`src/rtl/elastic_fifo.sv`:
```
// Parametrised-depth valid/ready FIFO with optional fall-through bypass and level/almost-full status.
// Optional synchronous flush port is enabled by defining ELASTIC_FIFO_FLUSH_EN.
module elastic_fifo #(
  parameter int  DATA_WIDTH   = 1,
  parameter type TYPE         = logic [DATA_WIDTH-1:0],
  parameter int  DEPTH        = 2,
  parameter int  FALL_THROUGH = 0,
  // A threshold below 1 would pin almost_full high, so a single-entry FIFO defaults to 1.
  parameter int  AF_THRESH    = (DEPTH > 1) ? DEPTH - 1 : 1,
  localparam int LW           = $clog2(DEPTH + 1)
) (
  input  logic          clk,
  input  logic          rstn,
  input  logic          w_valid,
  output logic          w_ready,
  input  TYPE           w_data,
  output logic          r_valid,
  input  logic          r_ready,
  output TYPE           r_data,
  output logic [LW-1:0] level,
`ifdef ELASTIC_FIFO_FLUSH_EN
  input  logic          flush,
`endif
  output logic          almost_full
);

  localparam int              PW       = (DEPTH > 1) ? $clog2(DEPTH) : 1;
  localparam logic [PW-1:0]   PTR_LAST = PW'(DEPTH - 1);
  localparam logic [LW-1:0]   FULL_CNT = LW'(DEPTH);
  localparam logic [LW-1:0]   AF_CNT   = LW'(AF_THRESH);

  TYPE           mem [DEPTH];
  logic [PW-1:0] wr_ptr;
  logic [PW-1:0] rd_ptr;
  logic [LW-1:0] count;
  logic [LW-1:0] count_nxt;

  logic flush_act;
  logic empty;
  logic full;
  logic bypass_mode;
  logic push;
  logic pop;
  logic bypass;
  logic do_write;
  logic do_read;

`ifdef ELASTIC_FIFO_FLUSH_EN
  assign flush_act = flush;
`else
  assign flush_act = 1'b0;
`endif

  // Explicit wrap at DEPTH-1 so non-power-of-two depths work.
  function automatic logic [PW-1:0] ptr_inc(input logic [PW-1:0] p);
    return (p == PTR_LAST) ? '0 : p + 1'b1;
  endfunction

  assign empty       = (count == '0);
  assign full        = (count == FULL_CNT);
  assign bypass_mode = (FALL_THROUGH != 0) && empty;

  // w_ready depends only on registered count (and flush), never on r_ready.
  assign w_ready = !full && !flush_act;
  assign r_valid = !flush_act && (bypass_mode ? w_valid : !empty);
  assign r_data  = bypass_mode ? w_data : mem[rd_ptr];
  assign level   = count;

  assign push     = w_valid && w_ready;
  assign pop      = r_valid && r_ready;
  assign bypass   = bypass_mode && push && pop;
  assign do_write = push && !bypass;
  assign do_read  = pop && !bypass;

  // NOTE: every always_comb output gets a default first so no path leaves it unassigned (no latch).
  always_comb begin
    count_nxt = count;
    if (flush_act) begin
      count_nxt = '0;
    end else begin
      unique case ({do_write, do_read})
        2'b10:   count_nxt = count + 1'b1;
        2'b01:   count_nxt = count - 1'b1;
        default: count_nxt = count;
      endcase
    end
  end

  // NOTE: sequential state uses non-blocking assignments so all registers update from pre-edge values.
  always_ff @(posedge clk or negedge rstn) begin
    if (!rstn) begin
      wr_ptr      <= '0;
      rd_ptr      <= '0;
      count       <= '0;
      almost_full <= 1'b0;
    end else begin
      if (flush_act) begin
        wr_ptr <= '0;
        rd_ptr <= '0;
      end else begin
        if (do_write) wr_ptr <= ptr_inc(wr_ptr);
        if (do_read)  rd_ptr <= ptr_inc(rd_ptr);
      end
      count       <= count_nxt;
      almost_full <= (count_nxt >= AF_CNT);
    end
  end

  // NOTE: storage is deliberately not reset; r_valid qualifies r_data, so stale contents are never seen.
  always_ff @(posedge clk) begin
    if (do_write) mem[wr_ptr] <= w_data;
  end

endmodule

```
`config.mk`:
```
export PLATFORM = sky130hd
export DESIGN_NAME = elastic_fifo
export DESIGN_NICKNAME = d
export VERILOG_FILES = /design/src/rtl/elastic_fifo.sv
export SDC_FILE = /design/constraint.sdc
export NUM_CORES = 1
export LEC_CHECK = 0
export BUFFER_PORTS_ARGS = -buffer_cell sky130_fd_sc_hd__buf_4
export CORE_AREA = 10 10 47 49
export DETAILED_ROUTE_END_ITERATION = 8
export DIE_AREA = 0 0 57 59
export PLACE_DENSITY = 0.53
export SYNTH_ARGS = -nofsm -noshare
export SYNTH_HDL_FRONTEND = slang
export SYNTH_SLANG_ARGS = --single-unit
```
`constraint.sdc`:
```
create_clock -name clk -period 3.75 [get_ports clk]
set_input_delay 0.1875 -clock clk [delete_from_list [all_inputs] [get_ports clk]]
set_output_delay 0.1875 -clock clk [all_outputs]
set_load 0.05 [all_outputs]
```
==> flow_metrics.py <==
metrics = {
    "status": {
        "status": "complete, no violations",
    },
    "yosys": {
        "synth_cell_types": 15,
        "syn-num-nets": 31,
        "post-synth-top-area-cell": "dfrtp_1",
        "netlist_top_cells_area": "dfrtp_1 (38%), edfxtp_1 (18%), xnor2_1 (8.0%), nor4bb_1 (6.1%), xor2_1 (5.4%)",
        "synth_edf_count": 2,
        "synth_area_per_cell_um2": 13.06,
        "synth_top_area_share_pct": 38.31,
        "synth_area_um2": 326.6,
        "ys_seq_area_share_pct": 56.70,
        "synth_warnings": 0,
        "ys_async_sr_fraction_pct": 71.43,
        "yosysMostFrequentCell": "dfrtp_1",
        "synth_cells": 25,
        "ys_ff_latch": 7,
        "synth_commonest_cells": "dfrtp_1 (5), xnor2_1 (3)",
        "synth-main-ff-cell": "dfrtp_1",
    },
    "floorplan": {
        "design.die.area_um2": 3363,
        "pin_count": 11,
        "core_area_um2": 1401,
        "die_x_um": 57,
        "initial_core_util_pct": 23.30,
        "fp-row-count": 14,
        "chipHeight_um": 59,
    },
    "grt": {
        "grt_overflow_total": 0,
        "antenna_found_initial": 0,
        "grt_first_pass_wirelength_um": 1221,
        "first_global_vias": 289,
        "grt_max_degree": 9,
        "grt_usage_pct": 4.867,
    },
    "routing": {
        "dr_total_vias": 236,
        "antenna_left": 0,
        "drt_wl_total_um": 774,
        "drt_iter0_drc": 2,
        "drc": 0,
        "firstDrtPassIters": 2,
        "viasPerCell": 4.214,
        "wl_per_cell_um": 13.82,
    },
    "sta": {
        "rsz0062_at_grt": "false",
        "worstMarginPinSlew_ps": 293.1,
        "clock_skew_ps": 3.618,
        "final.setup.tns_ps": 0,
        "slew_viol_final": 0,
        "relSlewSlack_pct": 80.19,
        "setup_viol": 0,
        "hold_viol_final": 0,
        "fin_crit_sh_pct": 47.45,
        "layout_setup_ws_ps": 1971,
        "period_needed_ps": 1779,
        "max_freq_ghz": 0.5620,
    },
    "clock_tree": {
        "cts.sinks": 7,
        "htreeDepth": 1,
        "clockRootBuffer": "clkbuf_4",
        "clock_latency_ps": 250,
        "path_clk_slew_ps": 60,
        "cts_tree": "done",
        "cts_buffers": 3,
        "clk_path_buf_depth": 2,
    },
    "worst_setup_path": {
        "cp_max_fo": 7,
        "startpoint_type": "flop",
        "end_kind": "flop",
        "critical_path_arrival_ps": 1910,
        "cp_data_required_time_ps": 3880,
        "crit_type": "reg -> reg",
    },
    "placed_design": {
        "numPortBuffers": 10,
        "place_inst": 51,
        "dp_hpwl_um": 610.2,
        "place_congestion": 0.6915,
        "place_ws_ps": 1986,
    },
    "worst_hold_path": {
        "hp-class": "in -> reg",
    },
    "finish": {
        "area_delta_synth_final_pct": 40.23,
        "n_fill_cell": 156,
        "final_cells": 56,
        "antenna_cells": 0,
        "drive_gt1_share_pct": 40.00,
        "nNetsFinal": 47,
    },
    "run": {
        "maxCapViolations": 0,
    },
}
[critical path, cell delays in order, from the launching register on]
cell and delay, ps:
dfrtp_1 450, or2_1 270, and2_4 170, ha_1 340, nor4bb_1 340, nor3_1 90
[cell families after synthesis]
logic type,Yosys count,synth area share [%]
and+or+nand+nor,11,22.61
DFF,7,56.71
xor gates and xnor gates,5,13.41
muxes,1,3.448
adders and majority gates,1,3.831
[path summary, 6_finish.rpt]
path	from	to	slack, ps	cells past startpoint
min	w_data	mem[1]	120	1
min in group asynchronous	rstn	rd_ptr	270	2
min reg2reg	rd_ptr	rd_ptr	480	1
max	level[1]	almost_full	1970	5
max reg2reg	level[1]	almost_full	1970	5
max in group asynchronous	rstn	almost_full	3370	2
[sequential cells by signal, summed over array words and instances (netlist names)]
| name | flops |
|---|---|
| level | 2 |
| mem | 2 |
| wr_ptr | 1 |
| rd_ptr | 1 |
| almost_full | 1 |
[per-stage QoR]
stage / cell area [um2] / utilization, % / hold WS, ps
floorplan: 326.6 / - / -108.1
global placement: 421.7 / 30.09 / -6.543
detailed placement: 421.7 / 30.09 / -3.849
CTS: 457.9 / 32.68 / 114.5
global route: 457.9 / 32.68 / 113.6
finish: 457.9 / 32.68 / 122.4
[cell usage in the layout, fill, tap and decap left out, drive strengths merged]
master / instances
and2: 1
buf: 10
or2: 1
and3: 1
ha: 1
dfrtp: 5
clkbuf: 4
nand2b: 1
dlygate4sd3: 1
xnor2: 3
nand2: 1
nor3b: 1
xor2: 2
nor2: 2
mux2: 1
nor4bb: 2
edfxtp: 2
nor3: 1
[metal layers]
metal	global-route usage [%]	wire [um]
met1	4.463	307
met2	7.597	392
met3	3.004	74
met4	4.027	0
met5	0	0
[final cells by class]
| type | instances | area (um2) | share of cell area, % |
|---|---|---|---|
| timing repair buffer | 11 | 85.08 | 18.58 |
| tap | 16 | 20.02 | 4.372 |
| multi-input combinational | 18 | 141.4 | 30.87 |
| sequential | 7 | 185.2 | 40.44 |
| clock buffer | 4 | 26.28 | 5.738 |
[repair_timing]
item                                   CTS  global route
buffers inserted                         0             0
endpoints found under the hold margin    5             0
gates resized for setup                  0             0
hold buffers                             1             0
Power is left out: the tool's default activity adds up to more than one toggle a clock period on the data nets, which glitch-free logic cannot reach.
